### src/rtl/mips_ctrl_pkg.sv
// mips_ctrl_pkg: shared encodings for the multi-cycle MIPS control sequencer
//   state_e   : sequencer states
//   OP_*/FN_* : supported opcode and R-type funct values
//   alu_op_e  : ALU operation select, pc_src_e : PC source select
//   ctrl_t    : decoded control word registered by the sequencer in DECODE
package mips_ctrl_pkg;
  typedef enum logic [2:0] {S_FETCH, S_DECODE, S_EXEC, S_ALU_WAIT, S_MEM, S_WB} state_e;
  localparam logic [5:0] OP_RTYPE = 6'b000000;
  localparam logic [5:0] OP_J     = 6'b000010;
  localparam logic [5:0] OP_BEQ   = 6'b000100;
  localparam logic [5:0] OP_ADDI  = 6'b001000;
  localparam logic [5:0] OP_LW    = 6'b100011;
  localparam logic [5:0] OP_SW    = 6'b101011;
  localparam logic [5:0] FN_ADD   = 6'b100000;
  localparam logic [5:0] FN_SUB   = 6'b100010;
  localparam logic [5:0] FN_AND   = 6'b100100;
  localparam logic [5:0] FN_OR    = 6'b100101;
  localparam logic [5:0] FN_SLT   = 6'b101010;
  typedef enum logic [2:0] {ALU_ADD = 3'b000, ALU_SUB = 3'b001, ALU_AND = 3'b010, ALU_OR = 3'b011, ALU_SLT = 3'b100} alu_op_e;
  typedef enum logic [1:0] {PC_4 = 2'b00, PC_BRANCH = 2'b01, PC_JUMP = 2'b10} pc_src_e;
  typedef struct packed {
    logic    alu_src_imm;
    alu_op_e alu_op;
    logic    reg_dst;
    logic    mem_to_reg;
    logic    is_load;
    logic    is_store;
    logic    is_branch;
    logic    is_jump;
    logic    illegal;
  } ctrl_t;
endpackage

### src/rtl/mips_decode.sv
// mips_decode: combinational instruction decoder, IR -> control word
//   ir_i   : instruction register
//   ctrl_o : decoded control word; unsupported opcode/funct sets illegal
module mips_decode
  import mips_ctrl_pkg::*;
(
  input  logic [31:0] ir_i,
  output ctrl_t       ctrl_o
);
  logic [5:0] op, fn;
  logic unused_ir;
  assign op = ir_i[31:26];
  assign fn = ir_i[5:0];
  assign unused_ir = ^ir_i[25:6];
  always_comb begin
    ctrl_o = '0;
    ctrl_o.alu_op = ALU_ADD;
    case (op)
      OP_RTYPE: begin
        ctrl_o.reg_dst = 1'b1;
        case (fn)
          FN_ADD:  ctrl_o.alu_op = ALU_ADD;
          FN_SUB:  ctrl_o.alu_op = ALU_SUB;
          FN_AND:  ctrl_o.alu_op = ALU_AND;
          FN_OR:   ctrl_o.alu_op = ALU_OR;
          FN_SLT:  ctrl_o.alu_op = ALU_SLT;
          default: ctrl_o.illegal = 1'b1;
        endcase
      end
      OP_LW: begin
        ctrl_o.alu_src_imm = 1'b1;
        ctrl_o.mem_to_reg = 1'b1;
        ctrl_o.is_load = 1'b1;
      end
      OP_SW: begin
        ctrl_o.alu_src_imm = 1'b1;
        ctrl_o.is_store = 1'b1;
      end
      OP_ADDI: ctrl_o.alu_src_imm = 1'b1;
      OP_BEQ: begin
        ctrl_o.alu_op = ALU_SUB;
        ctrl_o.is_branch = 1'b1;
      end
      OP_J:    ctrl_o.is_jump = 1'b1;
      default: ctrl_o.illegal = 1'b1;
    endcase
  end
endmodule

### src/rtl/mips_mc_ctrl.sv
// mips_mc_ctrl: multi-cycle control sequencer for the MIPS datapath
//   clk, rst (sync, active-low)
//   instr_valid/instr/instr_ready : instruction handshake, accepted only in FETCH
//   alu_zero                      : ALU zero flag, sampled in ALU_WAIT for beq
//   alu_en/alu_src_imm/alu_op     : ALU control
//   reg_dst/reg_write/mem_to_reg  : write-back control
//   mem_read/mem_write            : data-memory strobes
//   pc_write/pc_src               : PC update control
//   busy/illegal                  : status
module mips_mc_ctrl
  import mips_ctrl_pkg::*;
(
  input  logic        clk,
  input  logic        rst,
  input  logic        instr_valid,
  input  logic [31:0] instr,
  output logic        instr_ready,
  input  logic        alu_zero,
  output logic        alu_en,
  output logic        alu_src_imm,
  output logic [2:0]  alu_op,
  output logic        reg_dst,
  output logic        reg_write,
  output logic        mem_to_reg,
  output logic        mem_read,
  output logic        mem_write,
  output logic        pc_write,
  output logic [1:0]  pc_src,
  output logic        busy,
  output logic        illegal
);
  state_e state_q, state_d;
  logic [31:0] ir_q;
  ctrl_t ctrl_q, dec;
  logic in_dec, in_alu, br_taken;
  mips_decode u_decode (.ir_i(ir_q), .ctrl_o(dec));
  always_ff @(posedge clk) begin
    if (!rst) begin
      state_q <= S_FETCH;
      ir_q <= '0;
      ctrl_q <= '0;
    end else begin
      state_q <= state_d;
      if (state_q == S_FETCH && instr_valid) ir_q <= instr;
      if (state_q == S_DECODE) ctrl_q <= dec;
    end
  end
  always_comb begin
    state_d = state_q;
    case (state_q)
      S_FETCH:    state_d = instr_valid ? S_DECODE : S_FETCH;
      S_DECODE:   state_d = (dec.is_jump || dec.illegal) ? S_FETCH : S_EXEC;
      S_EXEC:     state_d = S_ALU_WAIT;
      S_ALU_WAIT: state_d = ctrl_q.is_branch ? S_FETCH : (ctrl_q.is_load || ctrl_q.is_store) ? S_MEM : S_WB;
      S_MEM:      state_d = ctrl_q.is_load ? S_WB : S_FETCH;
      S_WB:       state_d = S_FETCH;
      default:    state_d = S_FETCH;
    endcase
  end
  // Outputs are gated by rst so nothing leaks out while reset is asserted,
  // even before the state register has been forced back to FETCH.
  // During DECODE the ALU controls come straight from the decoder so they
  // are already stable in the cycle before EXEC enables the ALU.
  always_comb begin
    in_dec = state_q == S_DECODE;
    in_alu = state_q == S_EXEC || state_q == S_ALU_WAIT;
    br_taken = state_q == S_ALU_WAIT && ctrl_q.is_branch && alu_zero;
    instr_ready = rst && state_q == S_FETCH;
    busy = rst && state_q != S_FETCH;
    alu_en = rst && state_q == S_EXEC;
    alu_src_imm = rst && (in_dec ? dec.alu_src_imm : in_alu && ctrl_q.alu_src_imm);
    alu_op = !rst ? ALU_ADD : in_dec ? dec.alu_op : in_alu ? ctrl_q.alu_op : ALU_ADD;
    reg_write = rst && state_q == S_WB;
    reg_dst = rst && state_q == S_WB && ctrl_q.reg_dst;
    mem_to_reg = rst && state_q == S_WB && ctrl_q.mem_to_reg;
    mem_read = rst && state_q == S_MEM && ctrl_q.is_load;
    mem_write = rst && state_q == S_MEM && ctrl_q.is_store;
    pc_write = rst && (in_dec || br_taken);
    pc_src = !rst ? PC_4 : (in_dec && dec.is_jump) ? PC_JUMP : br_taken ? PC_BRANCH : PC_4;
    illegal = rst && in_dec && dec.illegal;
  end
endmodule

### config.mk
export PLATFORM = sky130hd
export DESIGN_NAME = mips_mc_ctrl
export DESIGN_NICKNAME = d
export VERILOG_FILES = /design/src/rtl/mips_ctrl_pkg.sv /design/src/rtl/mips_decode.sv /design/src/rtl/mips_mc_ctrl.sv
export SDC_FILE = /design/constraint.sdc
export NUM_CORES = 1
export LEC_CHECK = 0
export ABC_CLOCK_PERIOD_IN_PS = 3350
export BUFFER_PORTS_ARGS = -buffer_cell sky130_fd_sc_hd__buf_2
export CELL_PAD_IN_SITES_DETAIL_PLACEMENT = 0
export CELL_PAD_IN_SITES_GLOBAL_PLACEMENT = 2
export CORE_UTILIZATION = 27
export CTS_CLUSTER_DIAMETER = 200
export CTS_CLUSTER_SIZE = 25
export DETAILED_ROUTE_END_ITERATION = 10
export HOLD_SLACK_MARGIN = 0.12
export PLACE_DENSITY_LB_ADDON = 0.25
export SLEW_MARGIN = 10
export SYNTH_ARGS = -nofsm -noshare
export SYNTH_HDL_FRONTEND = slang
export SYNTH_SLANG_ARGS = --single-unit
### constraint.sdc
create_clock -name clk -period 3.35 [get_ports clk]
set_input_delay 0.67 -clock clk [delete_from_list [all_inputs] [get_ports clk]]
set_output_delay 0.67 -clock clk [all_outputs]
set_load 0.01 [all_outputs]
# Yosys cells after proc, flatten, opt, wreduce, memory -nomap -nowiden
# Cells that the tools add are included.
[word_totals]
ff_bits = 44
latch_bits = 0
ram_bits = 0
mem_bits_ro = 0
input_bits = 36
output_inout_bits = 16
elab_cells = 75
mem_count = 0
[op_classes]
n_addsub = 0
multipliers = 0
div_mod_pow = 0
magnitude_cmp = 0
eq_ne = 15
shifts = 0
mux = 23
n_bitwise = 0
reduce_logical = 28
[ops]
columns = ["cell", "n"]
rows = [
  ["6-bit equality test, second input constant", 7],
  ["1-bit logical AND", 18],
  ["3-bit two-way mux", 5],
  ["3-bit case mux with 5 select lines", 1],
  ["3-bit case mux with 4 select lines", 1],
  ["1-bit two-way mux", 10],
  ["5-bit OR reduction", 2],
  ["2-bit two-way mux", 4],
  ["3-bit by 2-bit equality test with 1-bit output, second input constant", 2],
  ["3-bit equality test, second input constant", 2],
  ["6-bit by 2-bit equality test with 1-bit output, second input constant", 1],
  ["6-bit by 3-bit equality test with 1-bit output, second input constant", 1],
  ["6-bit by 4-bit equality test with 1-bit output, second input constant", 1],
  ["6-bit zero test", 1],
  ["3-bit case mux with 2 select lines", 1],
  ["1-bit logical OR", 4],
  ["3-bit by 1-bit equality test with 1-bit output, second input constant", 1],
  ["3-bit zero test", 1],
  ["3-bit nonzero test", 1],
  ["3-bit OR reduction", 1],
  ["1-bit case mux with 2 select lines", 1],
]

# Logic depth before layout (Yosys ltp)
[depth]
word_depth = 7
depth_mapped = 6
mapped_depth_nobuf = 4

# By module
# A second synthesis with hierarchy kept.
[unflattened]
cells_unflattened = 253
area_unflattened_um2 = 2049.5
[modules_own_cells]
columns = ["module", "instances", "cells_per_inst", "area_each_um2", "seq_area_each_um2"]
rows = [
  ["mips_mc_ctrl", 1, 226, 1835.5, 880.8],
  ["mips_decode", 1, 27, 214.0, 0.0],
]

# Least setup slack after synthesis
# No wires, ideal clock.
[synth_timing]
path_kind = "reg2out"
start = "register state_q[0]"
end = "output port alu_src_imm"
arrival_ns = 1.409
t_required_ns = 2.680
slack_ns = 1.271
path_stages_with_launch = 5
path_buffers = 1
path_cell_list = "dfxtp_1 > or3b_1 > buf_6 > a2111o_1 > a21boi_1"
[synth_between]
elab_chain_cells = 5
elab_cells_between_ends = 7
classes_between = "eq/ne (3); mux (1); reduce/logical (3)"
[synth_lines]
columns = ["item", "line_no", "text"]
rows = [
  ["start: declaration", "mips_mc_ctrl.sv:32", "state_e state_q, state_d;"],
  ["start signal: assignment", "mips_mc_ctrl.sv:43", "state_q <= state_d;"],
  ["3-bit by 2-bit equality test with 1-bit output", "mips_mc_ctrl.sv:66", "in_alu = state_q == S_EXEC || state_q == S_ALU_WAIT;"],
  ["1-bit logical OR", "mips_mc_ctrl.sv:66", ""],
  ["1-bit logical AND", "mips_mc_ctrl.sv:71", "alu_src_imm = rst && (in_dec ? dec.alu_src_imm : in_alu && ctrl_q.alu_src_imm);"],
  ["1-bit two-way mux *", "mips_mc_ctrl.sv:71", ""],
  ["1-bit logical AND *", "mips_mc_ctrl.sv:71", ""],
  ["end: declaration", "mips_mc_ctrl.sv:20", "output logic alu_src_imm,"],
]
# Every way passes the cells marked *; elsewhere a longest branch is shown, timed or not.

# Worst setup path after layout
# Ends and elaborated chain as after synthesis.

==> qor.csv <==
metric,value,unit
Final min period,2.67,ns
hold crit path type,flop to flop,
largest net degree at the start of global routing,28,
grt total ovfl,0,
Netlist cell types,37,
Layout area overhead,17.9,%
final-report setup violation count,0,
vias per cell,5.01,
die width,70.6,microns
P_leak,0.000594,uW
DRC Markers,8,
prevailing post-synth register cell,dfxtp_1,
CTS Buffer Depth,2,
WP data arrival,2.00,ns
routed len/inst,13.4,microns
initial antenna violation count,0,
Max H-tree Level,1,
sequential fraction of the synthesis area,36.2,%
Synth Area per Inst,7.95,sq um
Worst Tran Pin Value,0.427,ns
row count,24,
Startpoint Class,flop,
fin nets,225,
Final Hold Viols,0,
design area,0.00150,sq mm
first-pass GRT wire length,5.20,mm
HPWL after detailed placement,2.34,mm
CP startpoint,state_q[0],
Syn Nets,196,
"Power, Total",594,uW
Die H,70.6,microns
outcome,"complete, but fails checks",
RSZ-0062 raised after global routing,no,
"FFs w/ async S/R, synth",0,%
drt pass-1 iters,7,
diodes inserted,0,
Setup TNS,0,ns
GRT Total Usage,13.3,%
relative slew slack,71.5,%
DR iter-0 viols,48,
Worst Setup End Kind,output pin,
clk_lat worst skew,0.27,ns
"flops & latches, synth",23,
Ys Warns,0,
hold_buf cts,0,
Post-synth EDFFs,0,
Max Transition Viols Final,0,
drt total wl,3.22,mm
Starting Density,28.6,%
Post-CTS Setup Repair Bufs,0,
CTS Root Buffer Type,clkbuf_8,
hold wc startpoint,ctrl_q[8],
Gate Count Post-Synth,160,
worst-path fanout max,10,
Peak Freq,374,MHz
failing checks,DRC,
r2r startpoint,state_q[0],
VDD IR max,0.172,mV
share of cells above drive strength 1,22.3,%
clock skew,0.00315,ns
I/O pins,52,
Area after DPL,0.00145,sq mm
DR vias,1202,
vias in the first global route,1098,
Filler cells,498,
WP data required,2.68,ns
total power divided by cell area,396,mW/mm^2
"Reg clk slew, reported paths",0.08,ns
TritonCTS Buffers,3,
CORE AREA,0.00444,sq mm
max-cap viol count,0,
die footprint,0.00499,sq mm
WS Path Type,flop to output pin,
gp weighted congestion,0.769,
post-CTS resize count,0,
clock tree from TritonCTS,done,
"Period Utilization, post-route",79.7,%
CTS sink count,23,
Post-Syn Area,0.00127,sq mm
port bufs,31,
post-route ant nets,0,
[sequential cells by signal, indices dropped and copies added, names as in the netlist]
register / cells
ctrl_q: 8
ir_q: 12
state_q: 3
[worst max-delay path, cell delays in order, from the launching register on]
cell,delay [ns]
dfxtp_1,0.48
or3b_1,0.58
a2111o_1,0.41
a21boi_1,0.13
buf_2,0.14
[cell type report]
class,instances,area (sq um),area share (%)
multi-input cells,128,758,50.6
flip-flops and latches,23,460,30.7
repair buffers,33,170,11.4
well taps,52,65.1,4.34
clock buffers,4,45.0,3.01
[through the flow]
stage | hold WS (ns) | utilization, % | setup WS (ns) | std cells
3_5_place_dp | 0.439 | 32.7 | 0.990 | 236
6_report | 0.446 | 33.7 | 0.679 | 240
5_1_grt | 0.473 | 33.7 | 0.592 | 240
4_1_cts | 0.451 | 33.7 | 0.688 | 240
2_1_floorplan | 0.426 | - | 1.27 | 160
3_3_place_gp | 0.436 | 32.7 | 0.977 | 236
[path summary, 6_finish.rpt]
| check | to | slack [ns] | cells after the start |
|---|---|---|---|
| hold / removal | ctrl_q[8] | 0.45 | 2 |
| setup / recovery | alu_src_imm | 0.68 | 4 |
| hold reg to reg | ctrl_q[8] | 0.45 | 2 |
| setup reg to reg | ctrl_q[10] | 1.69 | 3 |
[cells in the mapped netlist (3+ instances only)]
cell type	number	area share, %
clkbuf_1	4	1.2
nor2b_1	7	3.4
nor3_1	7	2.8
nor2_1	6	1.8
nand2b_1	3	1.5
buf_2	3	1.2
and2_1	6	3.0
nand2_1	41	12
dfxtp_1	23	36
a21boi_0	15	8.9
nand4_1	3	1.5
a21boi_1	4	2.4
o21ai_0	3	1.2
nand3_1	4	1.6
[placed cells by master, fill, tap and decap left out, drive strengths merged, types with 2 or more instances in the layout]
master | netlist | final
nand4 | 3 | 3
nand2b | 3 | 3
and2 | 6 | 6
nand2 | 41 | 41
nor2 | 6 | 6
a211oi | 2 | 2
a21boi | 19 | 19
nand3 | 4 | 4
nor4bb | 2 | 2
clkbuf | 4 | 4
nor3b | 3 | 3
buf | 5 | 33
nand3b | 2 | 2
o21a | 2 | 2
nor2b | 7 | 7
a21oi | 2 | 2
a31o | 2 | 2
dfxtp | 23 | 23
nor3 | 8 | 8
o21ai | 3 | 3
[power by group]
group	internal [uW]	switching (uW)	leakage, uW	total (uW)
Sequential	288	22.4	0.000188	310
Combinational	47.2	61.3	0.000383	108
Clock	85.0	90.6	0.0000228	176
Total	420	174	0.000594	594
[routing by layer]
layer	routed length (microns)	up-vias	global-route usage (%)	share of wire, %
li1	-	615	-	-
met1	1590	553	17.7	49
met2	1400	29	21.1	43
met3	187	5	2.99	5.8
met4	43	0	4.67	1.3
met5	0	-	0	0
[cells by family (layout without fill, tap and decap cells)]
logic type	count (synthesis)	count (layout)	share of synthesized area (%)
buffers and inverters	9	37	4.13
flip-flops	23	23	36.2
multiplexers	1	1	0.787
AND/OR/NAND/NOR	91	91	37.7
adder cells (fa/ha/maj)	1	1	0.787
AO/OA/AOI/OAI	35	35	20.4
No activity file was read; power rests on OpenSTA's default activity.
